<file path="src/rtl/dsp_mac_sequencer.sv">
// Drives one DSP slice as an unsigned multiply-accumulate engine for dot products of 1..LEN_MAX terms.
// Latency: a result is valid 4 cycles after the last operand issue (N+4 after start when there are no bubbles).
// Backpressure: s_ready is high only in RUN; the result is held stable in DONE until res_ready.
module dsp_mac_sequencer #(
  parameter int LEN_W = 12
) (
  input  logic             clk,
  input  logic             RST,
  input  logic             start,
  input  logic [LEN_W-1:0] len,
  output logic             busy,
  input  logic             s_valid,
  output logic             s_ready,
  input  logic [17:0]      s_a,
  input  logic [17:0]      s_b,
  output logic [17:0]      dsp_a,
  output logic [17:0]      dsp_b,
  output logic [7:0]       dsp_opmode,
  output logic             dsp_cea,
  output logic             dsp_ceb,
  output logic             dsp_cem,
  output logic             dsp_ceopmode,
  output logic             dsp_cep,
  input  logic [47:0]      dsp_p,
  output logic             res_valid,
  input  logic             res_ready,
  output logic [47:0]      res_data
);

  typedef enum logic [1:0] {
    IDLE  = 2'd0,
    RUN   = 2'd1,
    DRAIN = 2'd2,
    DONE  = 2'd3
  } state_t;

  // OPMODE words: X=M with Z=0 loads the first product, X=M with Z=P accumulates.
  localparam logic [7:0] OPM_LOAD = 8'b0000_0001;
  localparam logic [7:0] OPM_ACC  = 8'b0000_1001;

  state_t           state_q, state_d;
  logic [LEN_W-1:0] cnt_q, cnt_d;
  logic             first_q, first_d;
  logic             v1_q, v2_q, v3_q;
  logic [7:0]       opmode_q, opmode_d;
  logic             busy_q, s_ready_q, res_valid_q;
  logic [47:0]      res_data_q;
  logic             issue;
  logic             capture;

  // An issue is an accepted operand beat; it is the v0 stage of the term pipeline.
  assign issue = s_valid & s_ready_q;

  // A/B are presented combinationally so the slice's A1/B1 registers capture them in the issue cycle.
  always_comb begin
    dsp_a   = issue ? s_a : 18'd0;
    dsp_b   = issue ? s_b : 18'd0;
    dsp_cea = issue;
    dsp_ceb = issue;
  end

  // Next-state logic: job acceptance, term counting, drain detection and result handoff.
  always_comb begin
    state_d = state_q;
    cnt_d   = cnt_q;
    first_d = first_q;
    capture = 1'b0;
    case (state_q)
      IDLE: begin
        if (start && (len != '0)) begin
          state_d = RUN;
          cnt_d   = len;
          first_d = 1'b1;
        end
      end
      RUN: begin
        if (issue) begin
          cnt_d   = cnt_q - LEN_W'(1);
          first_d = 1'b0;
          if (cnt_q == LEN_W'(1)) state_d = DRAIN;
        end
      end
      DRAIN: begin
        // Last term's P update is visible once only v3 remains in the pipeline.
        if (v3_q && !v2_q && !v1_q) begin
          capture = 1'b1;
          state_d = DONE;
        end
      end
      DONE: begin
        if (res_ready) state_d = IDLE;
      end
      default: state_d = IDLE;
    endcase
  end

  // OPMODE is registered so it is on the pins during the v1 cycle; it holds when no term is in flight.
  always_comb begin
    opmode_d = opmode_q;
    if (issue) opmode_d = first_q ? OPM_LOAD : OPM_ACC;
  end

  // State, counter, stage-valid pipeline and registered outputs; reset abandons any job in flight.
  always_ff @(posedge clk or posedge RST) begin
    if (RST) begin
      state_q     <= IDLE;
      cnt_q       <= '0;
      first_q     <= 1'b0;
      v1_q        <= 1'b0;
      v2_q        <= 1'b0;
      v3_q        <= 1'b0;
      opmode_q    <= 8'd0;
      busy_q      <= 1'b0;
      s_ready_q   <= 1'b0;
      res_valid_q <= 1'b0;
      res_data_q  <= 48'd0;
    end else begin
      state_q     <= state_d;
      cnt_q       <= cnt_d;
      first_q     <= first_d;
      v1_q        <= issue;
      v2_q        <= v1_q;
      v3_q        <= v2_q;
      opmode_q    <= opmode_d;
      busy_q      <= (state_d != IDLE);
      s_ready_q   <= (state_d == RUN);
      res_valid_q <= (state_d == DONE);
      if (capture) res_data_q <= dsp_p;
    end
  end

  assign busy         = busy_q;
  assign s_ready      = s_ready_q;
  assign dsp_opmode   = opmode_q;
  assign dsp_cem      = v1_q;
  assign dsp_ceopmode = v1_q;
  assign dsp_cep      = v2_q;
  assign res_valid    = res_valid_q;
  assign res_data     = res_data_q;

endmodule

</file>
<file path="config.mk">
export PLATFORM = sky130hd
export DESIGN_NAME = dsp_mac_sequencer
export DESIGN_NICKNAME = d
export VERILOG_FILES = /design/src/rtl/dsp_mac_sequencer.sv
export SDC_FILE = /design/constraint.sdc
export NUM_CORES = 1
export LEC_CHECK = 0
export BUFFER_PORTS_ARGS = -buffer_cell sky130_fd_sc_hd__buf_2
export CELL_PAD_IN_SITES_DETAIL_PLACEMENT = 1
export CELL_PAD_IN_SITES_GLOBAL_PLACEMENT = 1
export CORE_ASPECT_RATIO = 0.9
export CORE_MARGIN = 3
export CORE_UTILIZATION = 29
export DETAILED_ROUTE_END_ITERATION = 6
export PLACE_DENSITY_LB_ADDON = 0.1
export SETUP_SLACK_MARGIN = 0.15
export SLEW_MARGIN = 20
export SYNTH_ARGS = -nofsm -noshare
export SYNTH_HDL_FRONTEND = slang
export SYNTH_SLANG_ARGS = --single-unit
</file>
<file path="constraint.sdc">
create_clock -name clk -period 2.35 [get_ports clk]
set_input_delay 0.47 -clock clk [delete_from_list [all_inputs] [get_ports clk]]
set_output_delay 0.47 -clock clk [all_outputs]
set_load 0.02 [all_outputs]
</file>
==> out/qor.yml, run 1 <==
setup_path:
  end_kind: "output port"
  r2r_slack_ps: 450
  cp_max_fo: 37
  max_stage_delay_ps: 370
  startpoint_type: "flop"
  r2r_start: "cnt_q[0]"
  slowest_stage: "dfrtp_1"
  rr_endpoint: "cnt_q[10]"
  r2r_cells: 6
  required_ps: 1880
  path_cells: "buf_4, and3_1, buf_2"
  critPathKind: "reg -> out"
  worstPathArrival_ps: 1430
timing:
  worst_pin_slew_ps: 543
  rsz0062_at_grt: "false"
  fin_crit_ps: 1900
  maxSlewViolCount: 0
  max_clock_freq_mhz: 525
  fin_crit_sh: 0.810
  slew_headroom: 0.635
  finalSetupViolations: 0
  finClkSkew_ps: 6.67
  finalSetupTns_ps: 0
  hold_viol: 0
place:
  io_buffer_count: 194
  place.gp.congestion: 0.769
  place_hpwl_mm: 8.32
  dpl_cell_area_sq_um: 4460
final_layout:
  nNetsFinal: 577
  layout-drive-gt1-share: 0.576
  area_growth_pct: 42.5
  n_antenna_cell: 0
  design_area_sq_um: 4770
route:
  wl_per_cell_um: 17.1
  drc: 0
  drt_wl_total_mm: 10.8
  vias: 2991
  drt-initial-drc-count: 82
  ant_nets: 0
  dr.pass1.iters: 4
  vias_per_cell: 4.74
die:
  die_y_um: 108
  die_area_sq_um: 12900
  rows: 36
  start_util: 0.304
  die_w_um: 119
  core_sq_um: 11000
  pin_count: 201
power_and_ir_drop:
  p_total_uw: 4260
  leakagePower_uw: 0.00267
  ir_drop_mv: 0.338
  power.density_nw_per_um2: 892
global_route:
  grt_use_met1: 0.182
  grt_util_met3: 0.0628
  grtUsageTotal: 0.168
  antenna_found_initial: 0
  overflow: 0
  grt_max_degree: 49
  busiest_layer: "met2"
  grt_pass1_wl_mm: 17.1
  globalRouteMet2Util: 0.317
  grt_pass1_vias: 3290
clock_network:
  htree_levels: 3
  clock_latency_ps: 330
  ctsResizeCount: 0
  cts_setup_buffers: 0
  cts.sinks: 71
  cts_buffers: 9
  cts_tree: "yes"
  clk_pin_slew_ps: 60
  ctsHoldBuffers: 0
  clockBufferDepth: 2
  cts_root_buffer: "clkbuf_16"
logic_synthesis:
  yosys_warnings: 0
  ys_seq_area_frac: 0.530
  async_flop_share: 1.00
  syn-cell-area_sq_um: 3350
  yosys.area.top_type_share: 0.530
  ys_ff_latch: 71
  ys_types: 39
  netlist_top_cells_count: "dfrtp_1 (71), mux2_2 (48), and3_1 (36)"
  syn_avg_cell_area_sq_um: 11.8
  netlist_instances: 284
  ys.flop_type: "dfrtp_1"
  synth_area_leaders: "dfrtp_1 (53%), mux2_2 (16%), and3_1 (6.7%)"
  yosysMostFrequentCell: "dfrtp_1"
  synth_edf_count: 0
  yosysTopAreaCell: "dfrtp_1"
run_status:
  status: "finished clean"
job:
  max_cap_viol_count: 0
hold_path:
  hp-class: "in -> async"
-- layout make-up --
cell class | count | area [sq um]
clock inverter | 3 | 40.0
timing repair buffer | 205 | 1070
inverter | 4 | 18.8
sequential | 71 | 1780
tap | 152 | 190
multi-input combinational | 183 | 1410
fill | 1289 | 6260
clock buffer | 13 | 270
-- cells by family (layout without fill, tap and decap cells) --
family | count (synthesis) | after routing | share of synthesized area
other | 1 | 6 | 0.00112
muxes | 49 | 49 | 0.164
adders and majority gates | 2 | 2 | 0.00747
AOI/OAI and AO/OA | 43 | 43 | 0.0900
buffers and inverters | 35 | 225 | 0.0564
and+or+nand+nor | 83 | 83 | 0.150
DFF | 71 | 71 | 0.530
-- power breakdown --
| part | internal [uW] | switching, uW | leakage, uW |
|---|---|---|---|
| Clock | 905 | 493 | 0.000156 |
| Sequential | 1390 | 179 | 0.000944 |
| Combinational | 516 | 779 | 0.00157 |
| Total | 2810 | 1450 | 0.00267 |
-- worst max-delay path: cells and delay by family, from the launching register on --
| kind | cells | cell delay [ps] |
|---|---|---|
| flip-flops | 1 | 370 |
| AND/OR/NAND/NOR | 1 | 260 |
| buffers and inverters | 2 | 470 |
-- state kept, by name, indices dropped and copies added (netlist names) --
| name | count |
|---|---|
| busy | 1 |
| res_valid | 1 |
| first_q | 1 |
| state_q | 2 |
| dsp_cem | 1 |
| dsp_opmode | 2 |
| res_data | 48 |
| cnt_q | 12 |
| v3_q | 1 |
| dsp_cep | 1 |
| s_ready | 1 |
-- metal layers --
metal  wire (um)  vias to the layer above
met3         860                        9
li1            -                     1407
met5           0                        -
met2        5850                      122
met4          71                        0
met1        4010                     1453
-- worst max-delay path by stage --
stage                  start         end  slack, ps
global route        cnt_q[0]    cnt_q[8]        340
finish               s_ready    dsp_a[1]        450
CTS                  s_ready    dsp_a[2]        420
detailed placement    len[6]  state_q[0]        400
global placement      len[3]  state_q[0]        440
floorplan           cnt_q[0]   cnt_q[10]        620
-- cell usage in the layout (no fill, tap or decap), types with 2 or more instances in the layout --
master	count
a21oi_1	6
clkinv_2	2
and3_1	36
buf_4	10
dfrtp_1	71
nor2_1	6
o2bb2ai_1	10
a22oi_1	5
mux2_2	48
nor4_1	8
o22ai_1	8
nand2b_1	4
or4_1	2
nand2_1	6
buf_2	194
clkbuf_8	3
conb_1	6
inv_1	3
nor3_1	8
ha_1	2
clkbuf_16	9
o21ai_0	10
-- stage by stage --
step | setup WS, ps | utilization | hold WS (ps) | cells
3_5_place_dp | 404 | 0.404 | 379 | 615
4_1_cts | 419 | 0.433 | 241 | 631
3_3_place_gp | 437 | 0.404 | 381 | 615
5_1_grt | 340 | 0.433 | 273 | 631
6_report | 446 | 0.433 | 243 | 631
2_1_floorplan | 623 | - | 432 | 289
Note: power is estimated with default switching activity, not from simulation.
==> run 2, diff against run 1 <==
--- a/config.mk
+++ b/config.mk
@@ -10,7 +10,7 @@
 export CELL_PAD_IN_SITES_GLOBAL_PLACEMENT = 1
 export CORE_ASPECT_RATIO = 0.9
 export CORE_MARGIN = 3
-export CORE_UTILIZATION = 29
+export CORE_UTILIZATION = 32
 export DETAILED_ROUTE_END_ITERATION = 6
 export PLACE_DENSITY_LB_ADDON = 0.1
 export SETUP_SLACK_MARGIN = 0.15
==> constraint.sdc (replaced) <==
create_clock -name clk -period 1.82 [get_ports clk]
set_input_delay 0.364 -clock clk [delete_from_list [all_inputs] [get_ports clk]]
set_output_delay 0.364 -clock clk [all_outputs]
set_load 0.02 [all_outputs]
==> run 2 against run 1 <==
Hold slack worse by 110 ps. Via count increased by 1.5%. Setup slack worse by 280 ps. Clock power rose by 23%. Utilization is 7.0 points higher. Critical path type is now reg -> reg. Critical endpoint is now cnt_q[10]. Highest routed layer unchanged.
==> out/qor.yml, run 2 (synthesis results as in run 1) <==
route:
  dr.pass1.iters: 4
  wl_per_cell_um: 17.0
  ant_nets: 0
  vias: 3036
  vias_per_cell: 4.88
  drt-initial-drc-count: 81
  drc: 0
  drt_wl_total_mm: 10.6
global_route:
  grt_use_met1: 0.210
  overflow: 0
  grt_pass1_vias: 3233
  grt_pass1_wl_mm: 16.0
  antenna_found_initial: 0
  grtUsageTotal: 0.172
  grt_util_met3: 0.0534
  grt_max_degree: 72
  globalRouteMet2Util: 0.301
  busiest_layer: "met2"
clock_network:
  cts_tree: "yes"
  htree_levels: 3
  cts.sinks: 71
  cts_root_buffer: "clkbuf_16"
  cts_buffers: 9
  ctsHoldBuffers: 0
  clock_latency_ps: 320
  clockBufferDepth: 2
  clk_pin_slew_ps: 60
timing:
  hold_slack_ps: 129
  finalSetupViolations: 0
  max_clock_freq_mhz: 606
  maxSlewViolCount: 0
  fin_crit_ps: 1650
  rsz0062_at_grt: "true"
  fin_crit_sh: 0.907
  finClkSkew_ps: 7.30
  hold_viol: 0
  finalSetupTns_ps: 0
die:
  pin_count: 201
  die_y_um: 103
  core_sq_um: 9950
  start_util: 0.337
  die_area_sq_um: 11700
  rows: 34
  die_w_um: 114
setup_path:
  worstPathArrival_ps: 1850
  slowest_stage: "or4_4"
  rr_endpoint: "cnt_q[10]"
  r2r_start: "cnt_q[7]"
  r2r_cells: 4
  critPathTopFamily: "simple AND/OR/NAND/NOR gates"
  max_stage_delay_ps: 610
  required_ps: 2020
  critPathKind: "reg -> reg"
  path_cells: "or4_4, nor4_2, o22ai_1, o2bb2ai_1"
  r2r_slack_ps: 170
  end_kind: "flop"
  cp_max_fo: 7
  cp_num_buf_inv: 0
  startpoint_type: "flop"
place:
  place_hpwl_mm: 8.07
  place.gp.congestion: 0.769
  io_buffer_count: 194
final_layout:
  layout-drive-gt1-share: 0.617
  mostFrequentLayoutCells: "buf_2 (193), dfrtp_1 (70), mux2_2 (48)"
  area_growth_pct: 49.3
  nNetsFinal: 594
  n_antenna_cell: 0
  final_common_cell: "buf_2"
  fin_util: 0.503
  largest_reg_flops: 48
power_and_ir_drop:
  power.density_nw_per_um2: 1150
  ir_drop_mv: 0.535
  leakagePower_uw: 0.00278
run_status:
  status: "finished clean"
job:
  max_cap_viol_count: 0
hold_path:
  hp-class: "in -> async"
run 2: cell types whose count changed in the layout (fill, tap and decap cells not counted), moves of 2 or more:
cell | previous run | this run
buf_4 | 10 | 21
inv_2 | 0 | 2
or4_4 | 0 | 2
or4_1 | 2 | 0
inv_1 | 3 | 1
nor4_1 | 8 | 6
clkbuf_8 | 3 | 0
or3b_4 | 0 | 2
clkinv_4 | 0 | 3
buf_12 | 1 | 4
buf_6 | 0 | 3
run 2: per-layer routing:
layer / routed length (um) / vias up / part of all wire
met5: 0 / - / 0
met4: 86 / 0 / 0.0081
met2: 5340 / 126 / 0.50
li1: - / 1444 / -
met1: 4310 / 1460 / 0.41
met3: 842 / 6 / 0.080
run 2: metrics by stage:
stage                     setup WS [ps]  instances  power, uW  cell area [sq um]
after floorplan                     157        289       3190               3400
after global placement             35.6        599       3820               4540
after detailed placement           32.1        599       3870               4540
after CTS                           101        617       5660               4870
after global routing               65.9        622       6120               5000
final                               170        622       5750               5000
run 2: timing repair:
item                                    4_1_cts  5_1_grt
setup buffers                                 2        4
endpoints found under the setup margin       36       84
resized for setup                             4       16
pin swaps                                     0        4
gates cloned                                  0        1
hold endpoints to repair                      0        0
run 2: worst max-delay path by stage:
stage / slack (ps) / end / depth (start not counted) / from
global route: 70 / cnt_q[10] / 4 / cnt_q[7]
detailed placement: 30 / cnt_q[1] / 7 / len[10]
CTS: 100 / cnt_q[10] / 4 / cnt_q[7]
finish: 170 / cnt_q[10] / 4 / cnt_q[7]
global placement: 40 / cnt_q[1] / 7 / len[10]
floorplan: 160 / cnt_q[6] / 7 / cnt_q[0]
run 2: report_power, final:
part           leakage (uW)  total [uW]  switching, uW  internal [uW]
clock network      0.000147        1720            649           1070
registers          0.000943        2020            225           1790
logic               0.00169        2010           1100            911
run 2: tightest hold or removal path: cells and delay by family:
kind / cells / cell delay, ps
buffers and inverters: 3 / 480
run 2: layout make-up:
cell class	count	area (sq um)
clock buffers	10	229
clock inverters	6	70.1
fillers	1140	4950
inverters	4	18.8
multi-input cells	183	1490
flip-flops and latches	71	1780
well taps	126	158
repair buffers	222	1260
==> run 3, diff against run 2 <==
--- a/config.mk
+++ b/config.mk
@@ -11,6 +11,7 @@
 export CORE_ASPECT_RATIO = 0.9
 export CORE_MARGIN = 3
 export CORE_UTILIZATION = 32
+export CTS_CLUSTER_SIZE = 16
 export DETAILED_ROUTE_END_ITERATION = 6
 export PLACE_DENSITY_LB_ADDON = 0.1
 export SETUP_SLACK_MARGIN = 0.15
==> constraint.sdc (replaced) <==
create_clock -name clk -period 1.8 [get_ports clk]
set_input_delay 0.36 -clock clk [delete_from_list [all_inputs] [get_ports clk]]
set_output_delay 0.36 -clock clk [all_outputs]
set_load 0.02 [all_outputs]
==> run 3 against run 2 <==
Clock-buffer cell count is 1 lower. Routed wire length is 2.1% higher. Power is 3.2% higher. Setup slack worse by 21 ps. Die area stayed put. Cell count stayed put. Hold slack worse by 78 ps.
==> out/qor.yml, run 3 (synthesis results as in run 1) <==
global_route:
  antenna_found_initial: 0
  grt_pass1_vias: 3225
  grt_max_degree: 38
  overflow: 0
  grt_pass1_wl_mm: 16.2
  grtUsageTotal: 0.177
route:
  vias: 3082
  drt-initial-drc-count: 114
  routed.top_layer: "met4"
  wl_met1_mm: 4.29
  drt_wl_total_mm: 10.8
  ant_nets: 0
  vias_per_cell: 4.95
  wl_per_cell_um: 17.4
  route.met3.wl_um: 826
  dr.pass1.iters: 4
  drc: 0
  dr_wl_met2_mm: 5.51
timing:
  finClkSkew_ps: 7.18
  rsz0062_at_grt: "true"
  finalSetupViolations: 0
  setup_slack_ps: 149
  fin_crit_ps: 1650
  maxSlewViolCount: 0
  max_clock_freq_mhz: 606
  hold_viol: 0
  finalSetupTns_ps: 0
  fin_crit_sh: 0.917
place:
  dp_slack_ps: -24.5
  place.gp.congestion: 0.744
  dp.cells: 600
  place_hpwl_mm: 8.04
  io_buffer_count: 194
setup_path:
  cp_max_fo: 19
  max_stage_delay_ps: 480
  startpoint_type: "flop"
  path_cells: "buf_12, and3_1, clkbuf_4"
  critPathKind: "reg -> out"
  critPathTopFamily: "flip-flops"
  required_ps: 1440
  end_kind: "output port"
  slowest_stage: "dfrtp_2"
  cp_num_buf_inv: 2
  worstPathArrival_ps: 1290
clock_network:
  cts_root_buffer: "clkbuf_16"
  clockBufferDepth: 2
  cts_tree: "yes"
  cts.sinks: 71
  clk_pin_slew_ps: 60
  htree_levels: 3
  cts_buffers: 9
  clock_latency_ps: 330
  ctsHoldBuffers: 0
final_layout:
  fin_util: 0.508
  nNetsFinal: 594
  area_growth_pct: 50.9
  largest_reg_flops: 48
  final_common_cell: "buf_2"
  n_antenna_cell: 0
  finalNonFillerCells: 622
  layout-drive-gt1-share: 0.615
  mostFrequentLayoutCells: "buf_2 (172), dfrtp_1 (70), mux2_2 (48)"
  fill_cells: 1153
power_and_ir_drop:
  power.density_nw_per_um2: 1170
  p_clk_frac: 0.303
  combPwrFrac: 0.358
  intPower_uw: 3850
  switchingPower_uw: 2080
  leakagePower_uw: 0.00278
  ir_drop_mv: 0.515
  pwr-share-seq: 0.340
  p_total_uw: 5930
  sw_frac_of_total: 0.350
die:
  die_area_sq_um: 11700
  start_util: 0.337
  core_sq_um: 9950
  die_y_um: 103
  die_w_um: 114
  pin_count: 201
  rows: 34
hold_path:
  hp-class: "in -> async"
run_status:
  status: "finished clean"
job:
  max_cap_viol_count: 0
[run 3: path summary, 6_finish.rpt]
path | slack, ps | depth (start not counted) | start | end
min in group clk | 250 | 2 | dsp_p[13] | res_data[13]
worst max-delay path | 150 | 3 | s_ready | dsp_a[14]
worst max register to register | 180 | 4 | cnt_q[7] | cnt_q[10]
worst min register to register | 420 | 0 | dsp_cep | v3_q
max in group asynchronous | 1260 | 3 | RST | res_data[47]
worst min-delay path | 50 | 2 | RST | res_valid
[run 3: stage by stage]
| step | area, sq um | hold WS [ps] |
|---|---|---|
| finish | 5050 | 51.1 |
| global route | 5050 | 84.5 |
| CTS | 4940 | 64.7 |
| detailed placement | 4580 | 410 |
| global placement | 4580 | 401 |
| floorplan | 3400 | 432 |
[run 3: layout make-up]
class	count	area, sq um	area share
Inverter	4	18.8	0.00371
Timing Repair Buffer	222	1330	0.264
Sequential cell	71	1780	0.352
Tap cell	126	158	0.0312
Clock inverter	7	78.8	0.0156
Clock buffer	9	225	0.0446
Multi-Input combinational cell	183	1460	0.290
[run 3: per-layer routing]
layer | track usage | vias up
met1 | 0.211 | 1489
met4 | 0.0548 | 0
met3 | 0.0581 | 14
met5 | 0 | -
li1 | - | 1447
met2 | 0.307 | 132
[run 3: worst register-to-register path, cell delays in order (launching register included)]
cell	delay (ps)
dfrtp_1	430
or4_4	610
nor4_4	240
o22ai_1	100
o2bb2ai_1	120
[run 3: repair_timing]
| action | 4_1_cts | 5_1_grt |
|---|---|---|
| resized for setup | 6 | 29 |
| pin swaps | 0 | 1 |
| gates cloned | 0 | 2 |
| setup endpoints to repair | 47 | 92 |
| setup buffers | 4 | 0 |
[run 3: power groups by stage]
stage               logic (uW)  clock network (uW)  registers, uW
CTS                       2000                1850           1990
finish                    2120                1800           2020
global route              2330                1910           2050
floorplan                 1160                   0           2080
global placement          1880                   0           2000
detailed placement        1920                   0           2010
